<file path="config.mk">
export PLATFORM = sky130hd
export DESIGN_NAME = muldiv_unit
export DESIGN_NICKNAME = d
export VERILOG_FILES = /design/src/rtl/muldiv_unit.sv
export SDC_FILE = /design/constraint.sdc
export NUM_CORES = 1
export LEC_CHECK = 0
export BUFFER_PORTS_ARGS = -buffer_cell sky130_fd_sc_hd__buf_2
export CAP_MARGIN = 20
export CORE_MARGIN = 2
export CORE_UTILIZATION = 53
export DETAILED_ROUTE_END_ITERATION = 7
export PLACE_DENSITY = 0.76
export SETUP_SLACK_MARGIN = 0.2
export SLEW_MARGIN = 20
export SYNTH_ARGS = -nofsm -noshare
export SYNTH_HDL_FRONTEND = slang
export SYNTH_SLANG_ARGS = --single-unit
</file>
<file path="constraint.sdc">
create_clock -name Clock -period 4.02 [get_ports Clock]
set_input_delay 0.402 -clock Clock [delete_from_list [all_inputs] [get_ports Clock]]
set_output_delay 0.402 -clock Clock [all_outputs]
set_load 0.1 [all_outputs]
</file>
<file path="src/rtl/muldiv_unit.sv">
// Iterative multiply/divide unit with architectural HI/LO registers.
//
// A single request runs for WIDTH radix-2 steps plus a commit cycle. MULT/MULTU
// use shift-add on a 2*WIDTH accumulator. DIV/DIVU use restoring shift-subtract,
// with the remainder in the upper half and the quotient in the lower half. Signed
// operations run on magnitudes, and the sign is fixed up when the result is
// committed to HI/LO.
//
// Ports:
//   Clock      system clock, rising edge
//   Reset      synchronous, active-high; aborts any operation in flight
//   Start      request a new operation, sampled only when idle
//   Op         00 MULT, 01 MULTU, 10 DIV, 11 DIVU
//   OperandA   multiplicand / dividend
//   OperandB   multiplier / divisor
//   WriteHi    MTHI: load HI from WriteData (ignored while busy)
//   WriteLo    MTLO: load LO from WriteData (ignored while busy)
//   WriteData  data for MTHI/MTLO
//   Busy       operation in progress, from E0 up to the commit edge
//   Done       one-cycle pulse after a result is committed
//   DivByZero  one-cycle pulse with Done for a divide by zero; HI/LO are kept
//   Hi, Lo     HI/LO registers, driven straight from the flops
module muldiv_unit #(
  parameter int unsigned WIDTH = 32
) (
  input  logic             Clock,
  input  logic             Reset,
  input  logic             Start,
  input  logic [1:0]       Op,
  input  logic [WIDTH-1:0] OperandA,
  input  logic [WIDTH-1:0] OperandB,
  input  logic             WriteHi,
  input  logic             WriteLo,
  input  logic [WIDTH-1:0] WriteData,
  output logic             Busy,
  output logic             Done,
  output logic             DivByZero,
  output logic [WIDTH-1:0] Hi,
  output logic [WIDTH-1:0] Lo
);

  localparam int unsigned CntW = $clog2(WIDTH) + 1;

  typedef enum logic [1:0] {
    StIdle,
    StRun,
    StCommit
  } state_e;

  state_e               state_q, state_d;
  logic [CntW-1:0]      cnt_q, cnt_d;
  logic [2*WIDTH-1:0]   acc_q, acc_d;
  // Multiplicand for multiply, divisor for divide (both as magnitudes).
  logic [WIDTH-1:0]     opb_q, opb_d;
  logic                 is_div_q, is_div_d;
  logic                 neg_q_q, neg_q_d;   // quotient/product sign
  logic                 neg_r_q, neg_r_d;   // remainder sign
  logic                 dbz_q, dbz_d;
  logic [WIDTH-1:0]     hi_q, hi_d;
  logic [WIDTH-1:0]     lo_q, lo_d;
  logic                 done_q, done_d;
  logic                 dbz_pulse_q, dbz_pulse_d;

  // Operand magnitudes; only the signed ops take absolute values.
  logic             is_signed;
  logic             sign_a, sign_b;
  logic [WIDTH-1:0] abs_a, abs_b;

  always_comb begin
    is_signed = ~Op[0];
    sign_a    = is_signed & OperandA[WIDTH-1];
    sign_b    = is_signed & OperandB[WIDTH-1];
    abs_a     = sign_a ? (~OperandA + 1'b1) : OperandA;
    abs_b     = sign_b ? (~OperandB + 1'b1) : OperandB;
  end

  // One multiply step: add the multiplicand into the upper half when the current
  // multiplier bit is set, then shift right, keeping the carry.
  logic [WIDTH:0]       mul_sum;
  logic [2*WIDTH-1:0]   mul_step;

  always_comb begin
    mul_sum  = {1'b0, acc_q[2*WIDTH-1:WIDTH]} + (acc_q[0] ? {1'b0, opb_q} : '0);
    mul_step = {mul_sum, acc_q[WIDTH-1:1]};
  end

  // One restoring divide step. The partial remainder is WIDTH+1 bits wide after
  // the shift. A successful subtract leaves a value below the divisor, so the
  // low WIDTH bits of the difference hold it exactly.
  logic [WIDTH:0]       div_partial;
  logic [WIDTH-1:0]     div_trial;
  logic [2*WIDTH-1:0]   div_step;

  always_comb begin
    div_partial = acc_q[2*WIDTH-1:WIDTH-1];
    div_trial   = div_partial[WIDTH-1:0] - opb_q;
    if (div_partial >= {1'b0, opb_q}) begin
      div_step = {div_trial, acc_q[WIDTH-2:0], 1'b1};
    end else begin
      div_step = {acc_q[2*WIDTH-2:0], 1'b0};
    end
  end

  // Sign correction at commit.
  logic [2*WIDTH-1:0] prod_fixed;
  logic [WIDTH-1:0]   quot_fixed;
  logic [WIDTH-1:0]   rem_fixed;

  always_comb begin
    prod_fixed = neg_q_q ? (~acc_q + 1'b1) : acc_q;
    quot_fixed = neg_q_q ? (~acc_q[WIDTH-1:0] + 1'b1) : acc_q[WIDTH-1:0];
    rem_fixed  = neg_r_q ? (~acc_q[2*WIDTH-1:WIDTH] + 1'b1) : acc_q[2*WIDTH-1:WIDTH];
  end

  always_comb begin
    state_d     = state_q;
    cnt_d       = cnt_q;
    acc_d       = acc_q;
    opb_d       = opb_q;
    is_div_d    = is_div_q;
    neg_q_d     = neg_q_q;
    neg_r_d     = neg_r_q;
    dbz_d       = dbz_q;
    hi_d        = hi_q;
    lo_d        = lo_q;
    done_d      = 1'b0;
    dbz_pulse_d = 1'b0;

    unique case (state_q)
      StIdle: begin
        if (WriteHi) hi_d = WriteData;
        if (WriteLo) lo_d = WriteData;
        if (Start) begin
          is_div_d = Op[1];
          neg_q_d  = sign_a ^ sign_b;
          neg_r_d  = sign_a;
          dbz_d    = Op[1] & (OperandB == '0);
          cnt_d    = '0;
          if (Op[1]) begin
            opb_d = abs_b;
            acc_d = {{WIDTH{1'b0}}, abs_a};
          end else begin
            opb_d = abs_a;
            acc_d = {{WIDTH{1'b0}}, abs_b};
          end
          state_d = StRun;
        end
      end

      StRun: begin
        acc_d = is_div_q ? div_step : mul_step;
        cnt_d = cnt_q + 1'b1;
        if (cnt_q == CntW'(WIDTH - 1)) begin
          state_d = StCommit;
        end
      end

      StCommit: begin
        if (!is_div_q) begin
          hi_d = prod_fixed[2*WIDTH-1:WIDTH];
          lo_d = prod_fixed[WIDTH-1:0];
        end else if (!dbz_q) begin
          hi_d = rem_fixed;
          lo_d = quot_fixed;
        end
        done_d      = 1'b1;
        dbz_pulse_d = dbz_q;
        state_d     = StIdle;
      end

      default: begin
        state_d = StIdle;
      end
    endcase
  end

  always_ff @(posedge Clock) begin
    if (Reset) begin
      state_q     <= StIdle;
      cnt_q       <= '0;
      acc_q       <= '0;
      opb_q       <= '0;
      is_div_q    <= 1'b0;
      neg_q_q     <= 1'b0;
      neg_r_q     <= 1'b0;
      dbz_q       <= 1'b0;
      hi_q        <= '0;
      lo_q        <= '0;
      done_q      <= 1'b0;
      dbz_pulse_q <= 1'b0;
    end else begin
      state_q     <= state_d;
      cnt_q       <= cnt_d;
      acc_q       <= acc_d;
      opb_q       <= opb_d;
      is_div_q    <= is_div_d;
      neg_q_q     <= neg_q_d;
      neg_r_q     <= neg_r_d;
      dbz_q       <= dbz_d;
      hi_q        <= hi_d;
      lo_q        <= lo_d;
      done_q      <= done_d;
      dbz_pulse_q <= dbz_pulse_d;
    end
  end

  assign Busy      = (state_q != StIdle);
  assign Done      = done_q;
  assign DivByZero = dbz_pulse_q;
  assign Hi        = hi_q;
  assign Lo        = lo_q;

endmodule

</file>
==> metrics.csv <==
stage;metric;value;unit
critical_path;crit_chain;clkinvlp_4 -> nor2_1 -> ha_1 -> a211o_1 -> a2111o_1 -> or4_1 -> nand3_1 -> a21oi_1 -> nand3_1 -> mux2i_1 -> a31oi_1 -> o41ai_1;
clocking;htreeDepth;4;
critical_path;cp_top_family;compound AO/OA/AOI/OAI gates;
synthesis;ys_seq_area_frac;0.235;
synthesis;synth_edf_count;0;
final_layout;drive_gt1_frac;0.135;
timing;worst_pin_slew;911;ps
timing;timing.final.crit_share;0.893;
timing;fin_crit;3590;ps
synthesis;syn_inst;2040;
synthesis;syn-num-nets;2214;
grt;grt_pass1_vias;14714;
synthesis;synth_top_family_by_area;compound AO/OA/AOI/OAI gates;
detailed_routing;ant_nets;0;
grt;grt_max_degree;85;
critical_path;cp-start-kind;register;
clocking;cts-root-buf;clkbuf_16;
synthesis;synthAdderAreaFrac;0.0609;
pwr;power.density;346;nW/um2
synthesis;synth_flop_cell;dfxtp_1;
detailed_routing;drc;0;
synthesis;async_reset_ff_frac;0;
final_layout;mostFrequentLayoutCells;nor2_1 (261), nand2_1 (204), a21oi_1 (194);
synthesis;ys_ff_latch;174;
die;die_x;171;um
detailed_routing;vias;16090;
critical_path;cp_max_fo;9;
die;coreArea;27700;um2
synthesis;synth_area_per_cell;7.28;um2
placement;place_congestion;1.01;
placement;port-buffer-count;169;
critical_path;crit_type;register to register;
clocking;cts_hold_buf;0;
final_layout;syn_to_final_growth;11.8;%
timing;rsz0062_at_grt;false;
detailed_routing;wl_per_cell;21.9;um
clocking;cts.path.max_buffers;2;
clocking;clk_pin_slew;90;ps
synthesis;yosysWarnings;0;
timing;fmax;279;MHz
critical_path;crit_required;4370;ps
detailed_routing;via_per_inst;6.37;
final_layout;layout_commonest_cell;nor2_1;
critical_path;endpoint_kind;register;
clocking;cts_sinks;174;
timing;slew_violations;0;
synthesis;synthXorXnorAreaFrac;0.103;
die;num_rows;61;
grt;grt_overflow;0;
grt;track_usage;0.365;
grt;grt_antenna_before_repair;0;
final_layout;final_util;0.599;
placement;dp_hpwl;42.9;mm
timing;setup_tns;0;ps
die;dieArea;29400;um2
synthesis;synth_mux_area_frac;0.0366;
critical_path;path_common_cell;nand3_1;
final_layout;nets;2308;
die;io_pins;170;
final_layout;n_antenna_cell;0;
timing;timing.slew.headroom;0.393;
run;drv_cap;0;
clocking;clock_latency;450;ps
detailed_routing;postRouteWirelength;55.2;mm
synthesis;syn_area;14800;um2
critical_path;cp_slowest_cell;dfxtp_2;
timing;finalSetupViolations;0;
die;die_y;171;um
die;start_util;0.536;
detailed_routing;drtIter0Drc;1511;
clocking;cts_tree;built;
critical_path;max_stage_delay;470;ps
final_layout;nFillCells;2646;
hold_path;hold_path_class;input port to register;
timing;clock_skew;17.8;ps
outcome;status;completed;
detailed_routing;firstDrtPassIters;6;
critical_path;cp_num_buf_inv;1;
synthesis;synth_compound_area_frac;0.293;
clocking;cts_made_buffers;17;
pwr;vdd_drop_max;0.269;mV
critical_path;cp.arrival;3940;ps
grt;grt_pass1_wl;82.8;mm
synthesis;synthSimpleGateAreaFrac;0.212;
synthesis;synth.distinct_cells;85;
pwr;leakage;0.00702;uW
timing;hold_viol_final;0;
[through the flow]
step / hold WS (ps) / instance area (um2) / power, uW / cells / worst slack, ps
after floorplan: 432 / 14800 / 3400 / 2040 / 709
after global placement: 425 / 15900 / 3910 / 2488 / 449
after detailed placement: 430 / 15900 / 3930 / 2488 / 441
after CTS: 219 / 16600 / 5700 / 2520 / 433
after global routing: 237 / 16600 / 5980 / 2525 / 215
final: 230 / 16600 / 5740 / 2525 / 431
[worst min-delay path, delay by kind of cell]
kind / cells / cell delay [ps]
buf+inv: 1 / 100
compound gates: 2 / 140
[worst paths after layout]
check	start	end	slack, ps	cells past startpoint
setup / recovery	acc_q[0]	acc_q[62]	430	12
hold / removal	WriteData[22]	Hi[22]	230	3
setup reg to reg	acc_q[0]	acc_q[62]	430	12
hold reg to reg	Hi[17]	Hi[17]	440	2
[Yosys cell counts (all sizes together) (21+ instances only)]
cell    count  area, um2
a211oi     87        653
a21o       31        233
a21oi     194        971
a31oi      21        131
clkbuf    130        559
dfxtp     174       3480
ha         69        863
inv        66        248
mux2i      52        521
nand2     205        769
nand3      39        195
nor2      263        990
nor3       32        160
o211ai     35        263
o21ai     120        604
o31ai      23        186
o41ai      26        235
xnor2      93        815
xor2       81        709
[registers in the layout, indices dropped and copies added (netlist names)]
signal / count
neg_r_q: 1
opb_q: 32
DivByZero: 1
cnt_q: 6
Hi: 32
acc_q: 64
neg_q_q: 1
dbz_q: 1
Done: 1
is_div_q: 1
state_q: 2
Lo: 32
[metal layers]
layer,share of wire,vias up,track usage
met5,0,-,0
met4,0.056,0,0.204
met3,0.078,159,0.0534
met2,0.45,761,0.593
met1,0.41,7548,0.465
li1,-,7622,-
[cells by family after synthesis]
| logic type | Yosys count |
|---|---|
| buffers and inverters | 211 |
| adders and majority gates | 71 |
| AOI/OAI and AO/OA | 666 |
| DFF | 174 |
| xor gates and xnor gates | 174 |
| muxes | 54 |
| and+or+nand+nor | 690 |
[report_power, final]
group          switching [uW]  leakage [uW]  internal [uW]
Sequential                154       0.00143           1840
Clock                     926      0.000305            865
Combinational            1340       0.00529            624
[repair_timing]
item | CTS | global route
buffers inserted | 0 | 4
setup endpoints to repair | 0 | 6
gates resized for setup | 0 | 4
endpoints found under the hold margin | 0 | 0
[area by class of cell]
cell class                      instances  area, um2  share of cell area
Clock buffer                           17        425              0.0256
Timing Repair inverter                  1       7.51            0.000452
Timing Repair Buffer                  219       1220              0.0737
Tap cell                              378        473              0.0285
Inverter                               66        251              0.0151
Sequential cell                       174       3490               0.210
Multi-Input combinational cell       1655      10500               0.634
Clock inverter                         15        213              0.0128
(Power assumes the default switching activity.)
